$ cat src/rtl/multicycle_ctrl_pkg.sv
// Shared definitions for the multi-cycle RV32I controller: major opcodes,
// FSM state encoding, instruction classes and datapath select encodings.
package multicycle_ctrl_pkg;

   // RV32I major opcodes handled by the multi-cycle sequencer
   localparam logic [6:0] OP_Rtype = 7'b0110011;
   localparam logic [6:0] OP_Itype = 7'b0010011;
   localparam logic [6:0] OP_Load  = 7'b0000011;
   localparam logic [6:0] OP_Stype = 7'b0100011;
   localparam logic [6:0] OP_Btype = 7'b1100011;

   // Encoding is visible on state_o, so values are fixed
   typedef enum logic [2:0] {
      StFetch  = 3'd0,
      StDecode = 3'd1,
      StExec   = 3'd2,
      StMem    = 3'd3,
      StWb     = 3'd4,
      StTrap   = 3'd5
   } state_t;

   typedef enum logic [2:0] {
      ClsR,
      ClsI,
      ClsLoad,
      ClsStore,
      ClsBranch,
      ClsIllegal
   } inst_class_t;

   localparam logic [2:0] IMM_I = 3'd0;
   localparam logic [2:0] IMM_S = 3'd1;
   localparam logic [2:0] IMM_B = 3'd2;

   localparam logic WB_ALU = 1'b0;
   localparam logic WB_MEM = 1'b1;

   localparam logic [3:0] ALU_ADD = 4'b0000;
   localparam logic [3:0] ALU_SUB = 4'b1000;

endpackage

$ cat src/rtl/multicycle_ctrl_decode.sv
// Combinational instruction decode for the multi-cycle controller.
// Ports:
//   opcode_i   - inst[6:0]
//   funct3_i   - inst[14:12]
//   funct7_5_i - inst[30]
//   cls_o      - instruction class (ClsIllegal for unsupported opcodes)
//   alu_sel_o  - ALU op {funct7[5],funct3}
//   bsel_o     - ALU B operand is the immediate
//   imm_sel_o  - immediate format
//   illegal_o  - opcode not supported
module multicycle_ctrl_decode
   import multicycle_ctrl_pkg::*;
(
   input  logic [6:0]  opcode_i,
   input  logic [2:0]  funct3_i,
   input  logic        funct7_5_i,
   output inst_class_t cls_o,
   output logic [3:0]  alu_sel_o,
   output logic        bsel_o,
   output logic [2:0]  imm_sel_o,
   output logic        illegal_o
);

   always_comb begin
      cls_o     = ClsIllegal;
      alu_sel_o = ALU_ADD;
      bsel_o    = 1'b0;
      imm_sel_o = IMM_I;
      illegal_o = 1'b0;
      case (opcode_i)
         OP_Rtype: begin
            cls_o     = ClsR;
            alu_sel_o = {funct7_5_i, funct3_i};
         end
         OP_Itype: begin
            cls_o  = ClsI;
            bsel_o = 1'b1;
            // funct7[5] is an immediate bit except for SRLI/SRAI
            alu_sel_o = (funct3_i == 3'b101) ? {funct7_5_i, funct3_i} : {1'b0, funct3_i};
         end
         OP_Load: begin
            cls_o  = ClsLoad;
            bsel_o = 1'b1;
         end
         OP_Stype: begin
            cls_o     = ClsStore;
            bsel_o    = 1'b1;
            imm_sel_o = IMM_S;
         end
         OP_Btype: begin
            cls_o     = ClsBranch;
            alu_sel_o = ALU_SUB;
            imm_sel_o = IMM_B;
         end
         default: illegal_o = 1'b1;
      endcase
   end

endmodule

$ cat src/rtl/multicycle_ctrl.sv
// Multi-cycle RV32I sequencer: FETCH -> DECODE -> EXEC -> (MEM) -> (WB).
// Drives datapath strobes and owns the imem/dmem handshakes, each guarded by
// a ready watchdog (MEM_TIMEOUT cycles, 0 disables).
// Ports:
//   clk_i, rst_i (async, active-high)
//   inst_i, br_taken_i, imem_ready_i, dmem_ready_i           - inputs
//   imem_req_o, ir_we_o, dmem_req_o, dmem_we_o               - memory side
//   pc_we_o, pc_sel_o, reg_we_o, alu_sel_o, bsel_o,
//   imm_sel_o, wb_sel_o                                      - datapath
//   state_o, illegal_o, bus_err_o                            - status
module multicycle_ctrl
   import multicycle_ctrl_pkg::*;
#(
   parameter int unsigned MEM_TIMEOUT = 16
) (
   input  logic        clk_i,
   input  logic        rst_i,
   input  logic [31:0] inst_i,
   input  logic        br_taken_i,
   input  logic        imem_ready_i,
   input  logic        dmem_ready_i,
   output logic        imem_req_o,
   output logic        ir_we_o,
   output logic        dmem_req_o,
   output logic        dmem_we_o,
   output logic        pc_we_o,
   output logic        pc_sel_o,
   output logic        reg_we_o,
   output logic [3:0]  alu_sel_o,
   output logic        bsel_o,
   output logic [2:0]  imm_sel_o,
   output logic        wb_sel_o,
   output logic [2:0]  state_o,
   output logic        illegal_o,
   output logic        bus_err_o
);

   localparam bit          WdogEn = (MEM_TIMEOUT > 0);
   localparam int unsigned CntW   = WdogEn ? $clog2(MEM_TIMEOUT + 1) : 1;
   // Last wait cycle: without ready here the count reaches MEM_TIMEOUT
   localparam logic [CntW-1:0] CntLast = CntW'(MEM_TIMEOUT - 1);

   state_t          state_q, state_d;
   logic [CntW-1:0] cnt_q, cnt_d;
   logic            illegal_q, illegal_d;
   logic            bus_err_q, bus_err_d;
   logic            mem_wait, timeout, wr_ok;

   inst_class_t cls;
   logic [3:0]  dec_alu_sel;
   logic        dec_bsel, dec_illegal;
   logic [2:0]  dec_imm_sel;

   logic unused_inst;
   assign unused_inst = ^{inst_i[31], inst_i[29:15], inst_i[11:7], dec_illegal};

   multicycle_ctrl_decode u_decode (
      .opcode_i   (inst_i[6:0]),
      .funct3_i   (inst_i[14:12]),
      .funct7_5_i (inst_i[30]),
      .cls_o      (cls),
      .alu_sel_o  (dec_alu_sel),
      .bsel_o     (dec_bsel),
      .imm_sel_o  (dec_imm_sel),
      .illegal_o  (dec_illegal)
   );

   assign timeout = WdogEn && (cnt_q == CntLast);

   always_comb begin
      state_d   = state_q;
      illegal_d = illegal_q;
      bus_err_d = bus_err_q;
      mem_wait  = 1'b0;
      case (state_q)
         StFetch: begin
            mem_wait = 1'b1;
            if (imem_ready_i) begin
               state_d = StDecode;
            end else if (timeout) begin
               state_d   = StTrap;
               bus_err_d = 1'b1;
            end
         end
         StDecode: begin
            if (cls == ClsIllegal) begin
               state_d   = StTrap;
               illegal_d = 1'b1;
            end else begin
               state_d = StExec;
            end
         end
         StExec: begin
            case (cls)
               ClsR, ClsI:        state_d = StWb;
               ClsLoad, ClsStore: state_d = StMem;
               ClsBranch:         state_d = StFetch;
               default:           state_d = StTrap;
            endcase
         end
         StMem: begin
            mem_wait = 1'b1;
            if (dmem_ready_i) begin
               state_d = (cls == ClsLoad) ? StWb : StFetch;
            end else if (timeout) begin
               state_d   = StTrap;
               bus_err_d = 1'b1;
            end
         end
         StWb:    state_d = StFetch;
         StTrap:  state_d = StTrap;
         default: state_d = StFetch;
      endcase

      cnt_d = cnt_q;
      if (state_d != state_q) begin
         cnt_d = '0;
      end else if (WdogEn && mem_wait) begin
         cnt_d = cnt_q + CntW'(1);
      end
   end

   always_ff @(posedge clk_i or posedge rst_i) begin
      if (rst_i) begin
         state_q   <= StFetch;
         cnt_q     <= '0;
         illegal_q <= 1'b0;
         bus_err_q <= 1'b0;
      end else begin
         state_q   <= state_d;
         cnt_q     <= cnt_d;
         illegal_q <= illegal_d;
         bus_err_q <= bus_err_d;
      end
   end

   // Write strobes are masked while reset is high so an abort never leaks a write
   assign wr_ok = ~rst_i;

   always_comb begin
      imem_req_o = 1'b0;
      ir_we_o    = 1'b0;
      dmem_req_o = 1'b0;
      dmem_we_o  = 1'b0;
      pc_we_o    = 1'b0;
      pc_sel_o   = 1'b0;
      reg_we_o   = 1'b0;
      alu_sel_o  = 4'b0000;
      bsel_o     = 1'b0;
      imm_sel_o  = IMM_I;
      wb_sel_o   = WB_ALU;
      case (state_q)
         StFetch: begin
            imem_req_o = 1'b1;
            ir_we_o    = imem_ready_i & wr_ok;
         end
         StExec: begin
            alu_sel_o = dec_alu_sel;
            bsel_o    = dec_bsel;
            imm_sel_o = dec_imm_sel;
            if (cls == ClsBranch) begin
               pc_we_o  = wr_ok;
               pc_sel_o = br_taken_i;
            end
         end
         StMem: begin
            alu_sel_o  = dec_alu_sel;
            bsel_o     = dec_bsel;
            imm_sel_o  = dec_imm_sel;
            dmem_req_o = wr_ok;
            dmem_we_o  = (cls == ClsStore) & wr_ok;
            pc_we_o    = (cls == ClsStore) & dmem_ready_i & wr_ok;
         end
         StWb: begin
            reg_we_o = wr_ok;
            wb_sel_o = (cls == ClsLoad) ? WB_MEM : WB_ALU;
            pc_we_o  = wr_ok;
         end
         default: ;
      endcase
   end

   assign state_o   = state_q;
   assign illegal_o = illegal_q;
   assign bus_err_o = bus_err_q;

endmodule

$ cat config.mk
export PLATFORM = sky130hd
export DESIGN_NAME = multicycle_ctrl
export DESIGN_NICKNAME = d
export VERILOG_FILES = /design/src/rtl/multicycle_ctrl_pkg.sv /design/src/rtl/multicycle_ctrl_decode.sv /design/src/rtl/multicycle_ctrl.sv
export SDC_FILE = /design/constraint.sdc
export NUM_CORES = 1
export LEC_CHECK = 0
export CORE_MARGIN = 1
export CORE_UTILIZATION = 33
export CTS_CLUSTER_SIZE = 20
export DETAILED_ROUTE_END_ITERATION = 8
export PLACE_DENSITY = 0.76
export SETUP_SLACK_MARGIN = 0.02
export SYNTH_ARGS = -nofsm -noshare
export SYNTH_HDL_FRONTEND = slang
export SYNTH_SLANG_ARGS = --single-unit
$ cat constraint.sdc
create_clock -name clk_i -period 1.9 [get_ports clk_i]
set_clock_uncertainty 0.05 [all_clocks]
set_input_delay 0.285 -clock clk_i [delete_from_list [all_inputs] [get_ports clk_i]]
set_output_delay 0.285 -clock clk_i [all_outputs]
set_load 0.05 [all_outputs]
# Yosys cells after proc, flatten, opt, wreduce, memory -nomap -nowiden
# Cells that the tools add are included.
# Widths: inputs -> output; s select.
[word_totals]
elab_cells = 74
out_inout_bits = 21
in_bits = 37
ff_bits = 10
[classes]
n_addsub = 1
reduce_logical = 11
mux = 33
n_eq_ne = 20
bitwise_logic = 5
[ops]
columns = ["op", "count"]
rows = [
  ["$pmux 3 s5", 2],
  ["$mux 3", 6],
  ["$mux 1", 16],
  ["$eq 3x3->1 const B", 5],
  ["$eq 7x6->1 const B", 2],
  ["$eq 3x2->1 const B", 4],
  ["$pmux 4 s3", 1],
  ["$mux 5", 2],
  ["$pmux 3 s3", 1],
  ["$mux 4", 2],
  ["$reduce_or 2->1", 4],
  ["$eq 7x2->1 const B", 1],
  ["$eq 7x5->1 const B", 1],
  ["$eq 7x7->1 const B", 1],
  ["$eq 3x1->1 const B", 2],
  ["$logic_not 3->1", 2],
  ["$add 5x1->5 const B", 1],
  ["$eq 5x4->1 const B", 1],
  ["$and 1x1->1", 4],
  ["$ne 2x2->1 const B", 2],
  ["$pmux 2 s2", 1],
  ["$reduce_bool 2->1", 2],
  ["$ne 3x3->1", 1],
  ["$pmux 1 s3", 1],
  ["other kinds (5)", 5],
]

# Longest topological paths before layout
[logic_depth]
word_depth = 8
ltp_mapped = 7
depth_no_buf = 7

# Modules after synthesis
# Synthesis repeated with hierarchy kept, for this count alone.
[hier_totals]
hier_cells = 132
area_unflattened_um2 = 1056.0
[by_module_without_submodules]
columns = ["module", "area_each_um2", "instances", "seq_area_each_um2", "cells_per_inst"]
rows = [
  ["multicycle_ctrl", 867.1, 1, 250.2, 105],
  ["multicycle_ctrl_decode", 188.9, 1, 0.0, 27],
]

# Least setup slack after synthesis
# Ideal clock, no wire load.
[synth_timing]
kind = "register -> output"
from = "register state_q[1], in the netlist state_o[1]"
to = "output dmem_we_o"
stages_incl_launch_ff = 5
arrival_ns = 2.714
setup_slack_ns = -1.149
required_ns = 1.565
path_buffers = 1
cell_sequence = "dfrtp_1 -> buf_6 -> nand2b_1 -> or2_1 -> nor4_1"
[synth_via]
elab_chain_cells = 2
[synth_lines]
columns = ["element", "line", "rtl"]
rows = [
  ["start, declared", "multicycle_ctrl.sv:43", "state_t state_q, state_d;"],
  ["start signal, assigned", "multicycle_ctrl.sv:125", "state_q <= StFetch;"],
  ["start signal, assigned", "multicycle_ctrl.sv:130", "state_q <= state_d;"],
  ["$eq 3x2->1", "multicycle_ctrl.sv:152", "case (state_q)"],
  ["$mux 1", "multicycle_ctrl.sv:152", ""],
  ["end, declared", "multicycle_ctrl.sv:25", "output logic dmem_we_o,"],
]
# Every way passes these cells.

# Worst setup path in the final report
[layout_timing]
from = "register state_q[2], in the netlist state_o[2]"
to = "output pc_we_o"
[layout_via]
elab_chain_cells = 2
word_cells_on_any_way = 4
cone_classes = "eq/ne (3); mux (1)"
[layout_lines]
columns = ["element", "line", "rtl"]
rows = [
  ["$eq 3x3->1 / $eq 3x2->1 (equally long branches)", "multicycle_ctrl.sv:152", ""],
  ["$pmux 1 s3 (*)", "multicycle_ctrl.sv:152", ""],
  ["end, declared", "multicycle_ctrl.sv:26", "output logic pc_we_o,"],
]
# Every way passes the cells marked *; elsewhere a longest branch is shown, timed or not.

==> impl_metrics.ini <==
[outcome]
outcome = complete, but fails checks
violations = setup timing

[synth]
synth_compound_area_frac = 0.194
async_reset_ff_frac = 1.00
ys_seq_area_frac = 0.271
synth_top_family_by_area = simple AND/OR/NAND/NOR gates
syn-instance-count = 103
synth_mux_area_frac = 0.0108
synthAdderAreaFrac = 0.0271
synth_simple_gate_area_frac = 0.398
ys.flop_type = dfrtp_1
synth_cell_types = 46
synth_nets = 142
syn_area_per_cell_um2 = 8.98
synth_xor_area_frac = 0.0284
ys_ff_latch = 10
synth_edf_count = 0
yosys_warnings = 0
synthesis.area_um2 = 925

[worst_setup_path]
cp.required_ps = 1560
crit_fanout = 3
arrival_ps = 1800
r2r_cells = 8
ff2ff_setup_slack_ps = -20
path_class = flop to output pin
critPathLaunchType = flop
endpoint_kind = output pin

[place]
dp_hpwl_mm = 2.28
dpl.cell_count = 191
gp_congestion = 0.811
io_buffers = 35
dpl_cell_area_um2 = 1730

[drt]
ant_nets = 0
vias_per_cell = 5.09
drc = 0
drt_iter0_markers = 6
firstDrtPassIters = 4
routedWlPerCell_um = 15.2
vias = 1074
routed_wl_mm = 3.22

[clock_tree]
clkTransAtPathRegs_ps = 60
clock_path_buffers = 2
cts.sinks = 10
cts_root_buffer = clkbuf_4
numCtsBuffers = 3
htreeDepth = 1
cts_tree = built
hold_buffers = 0
clock_latency_ps = 270

[grt]
grt.overflow.total = 0
grt_max_degree = 13
grt_pass1_wl_mm = 4.79
antenna_found_initial = 0
gr-usage-all-layers = 0.224
grt_pass1_vias = 1123

[layout]
layout.cells.non_filler = 211
multiInputGateArea_um2 = 811
antenna_cells = 0
fill_cells = 163
post-route-cell-area_um2 = 2000
final_net_count = 221
area_growth_pct = 116
seq_area_um2 = 254
drive_gt1_frac = 0.630

[sta]
hold_violations = 0
holdWs_ps = 373
rsz0062_at_grt = true
fin_crit_ps = 2140
drv_slew = 0
post-route-period-util = 1.13
fin_ws_ps = -238
fmax_ghz = 0.468
setup_viol = 11

[floorplanning]
num_io_pins = 58
start_util = 0.360
die_h_um = 54.9
die_width_um = 54.9
core_area_um2 = 2570
die_area_um2 = 3020
num_rows = 18

[pwr]
leakage_nw = 0.858
ir_drop_mv = 0.771
power_density_nw_per_um2 = 785
power_mw = 1.57

[worst_hold_path]
min_path_type = input port to async pin

[flow_run]
cap_violations = 0
[synth_stat cells (2+ instances only)]
cell type / count / area [um2]
nand2_1: 12 / 45.0
dfrtp_1: 10 / 250
inv_1: 6 / 22.5
nor2_1: 6 / 22.5
nor4b_2: 5 / 75.1
o21ai_0: 4 / 20.0
o21ai_1: 4 / 20.0
a21oi_1: 3 / 15.0
and2_1: 3 / 18.8
and3_1: 3 / 18.8
o211ai_1: 3 / 22.5
or2_1: 3 / 18.8
buf_2: 2 / 10.0
buf_6: 2 / 22.5
ha_1: 2 / 25.0
nor2b_1: 2 / 12.5
nor3_1: 2 / 10.0
nor3b_1: 2 / 15.0
xor2_1: 2 / 17.5
[power by group]
part | internal (mW) | switching, mW | total (mW)
Combinational | 0.492 | 0.579 | 1.07
Sequential | 0.263 | 0.0426 | 0.305
Clock | 0.116 | 0.0736 | 0.190
Total | 0.871 | 0.696 | 1.57
[stage by stage]
| stage | utilization | setup slack, ps | TNS, ps |
|---|---|---|---|
| finish | 0.778 | -238 | -1620 |
| global route | 0.778 | -301 | -2720 |
| CTS | 0.743 | -282 | -1740 |
| detailed placement | 0.673 | -374 | -4830 |
| global placement | 0.673 | -351 | -4400 |
| floorplan | - | -281 | -1320 |
[worst max-delay path, cell delays in order, from the launching register on]
cell	delay, ps
dfrtp_2	400
nand2b_4	140
or2_4	250
nor2_4	90
o211ai_1	150
a221oi_4	330
buf_12	170
[layer usage]
metal | global-route usage | share of wire
met5 | 0 | 0
met4 | 0.113 | 0.027
met3 | 0.0191 | 0.047
met1 | 0.234 | 0.37
met2 | 0.438 | 0.55
[layout by cell type (no fill, tap or decap), types with 2 or more instances in the layout]
cell,synthesis,final
dlygate4sd2_1,0,3
o211ai_1,3,3
buf_4,1,40
o21ai_2,0,2
o21ai_0,4,3
clkdlybuf4s50_1,0,10
o21ai_1,4,3
and2_4,0,2
dfrtp_1,10,7
buf_2,2,2
dfrtp_2,0,3
nor2_1,6,2
xor2_1,2,2
inv_1,6,5
buf_6,2,7
buf_12,0,15
nor2_2,1,2
nor3_4,1,3
clkdlybuf4s15_1,0,2
nor4b_2,5,5
clkbuf_4,0,3
nand2b_4,0,2
or2_4,0,2
a21oi_1,3,3
nand2_1,12,10
and3_4,0,3
nor2_4,0,3
[area by class of cell]
type                       count  share of cell area
timing repair buffer          79               0.419
multi-input combinational     82               0.406
sequential                    10               0.127
tap                           30              0.0188
clock buffer                   4              0.0182
inverter                       6              0.0113
[final timing paths]
check,startpoint,endpoint
min in group clk_i,bus_err_o$_DFFE_PP0P_,bus_err_o$_DFFE_PP0P_
worst min register to register,bus_err_o$_DFFE_PP0P_,bus_err_o$_DFFE_PP0P_
worst max register to register,state_o[1]$_DFF_PP0_,cnt_q[3]$_DFFE_PP0P_
max in group asynchronous,rst_i,state_o[2]$_DFF_PP0_
worst min-delay path,rst_i,cnt_q[2]$_DFFE_PP0P_
worst max-delay path,state_o[2]$_DFF_PP0_,pc_we_o
[what timing repair did]
| item | CTS | global route |
|---|---|---|
| endpoints found under the setup margin | 17 | 20 |
| endpoints found under the hold margin | 0 | 0 |
| pin swaps | 21 | 17 |
| buffers inserted | 11 | 6 |
| resized for setup | 33 | 11 |
[state kept, by name, indices dropped and copies added, names as in the netlist]
register	count
cnt_q	5
state_o	3
bus_err_o	1
illegal_o	1
[cells by family after synthesis]
family	after synthesis
xor+xnor	3
mux	1
other cells	1
buf+inv	11
compound gates	24
flops	10
fa+ha+maj	2
simple gates	51
Power figures use the tool's default switching activity.
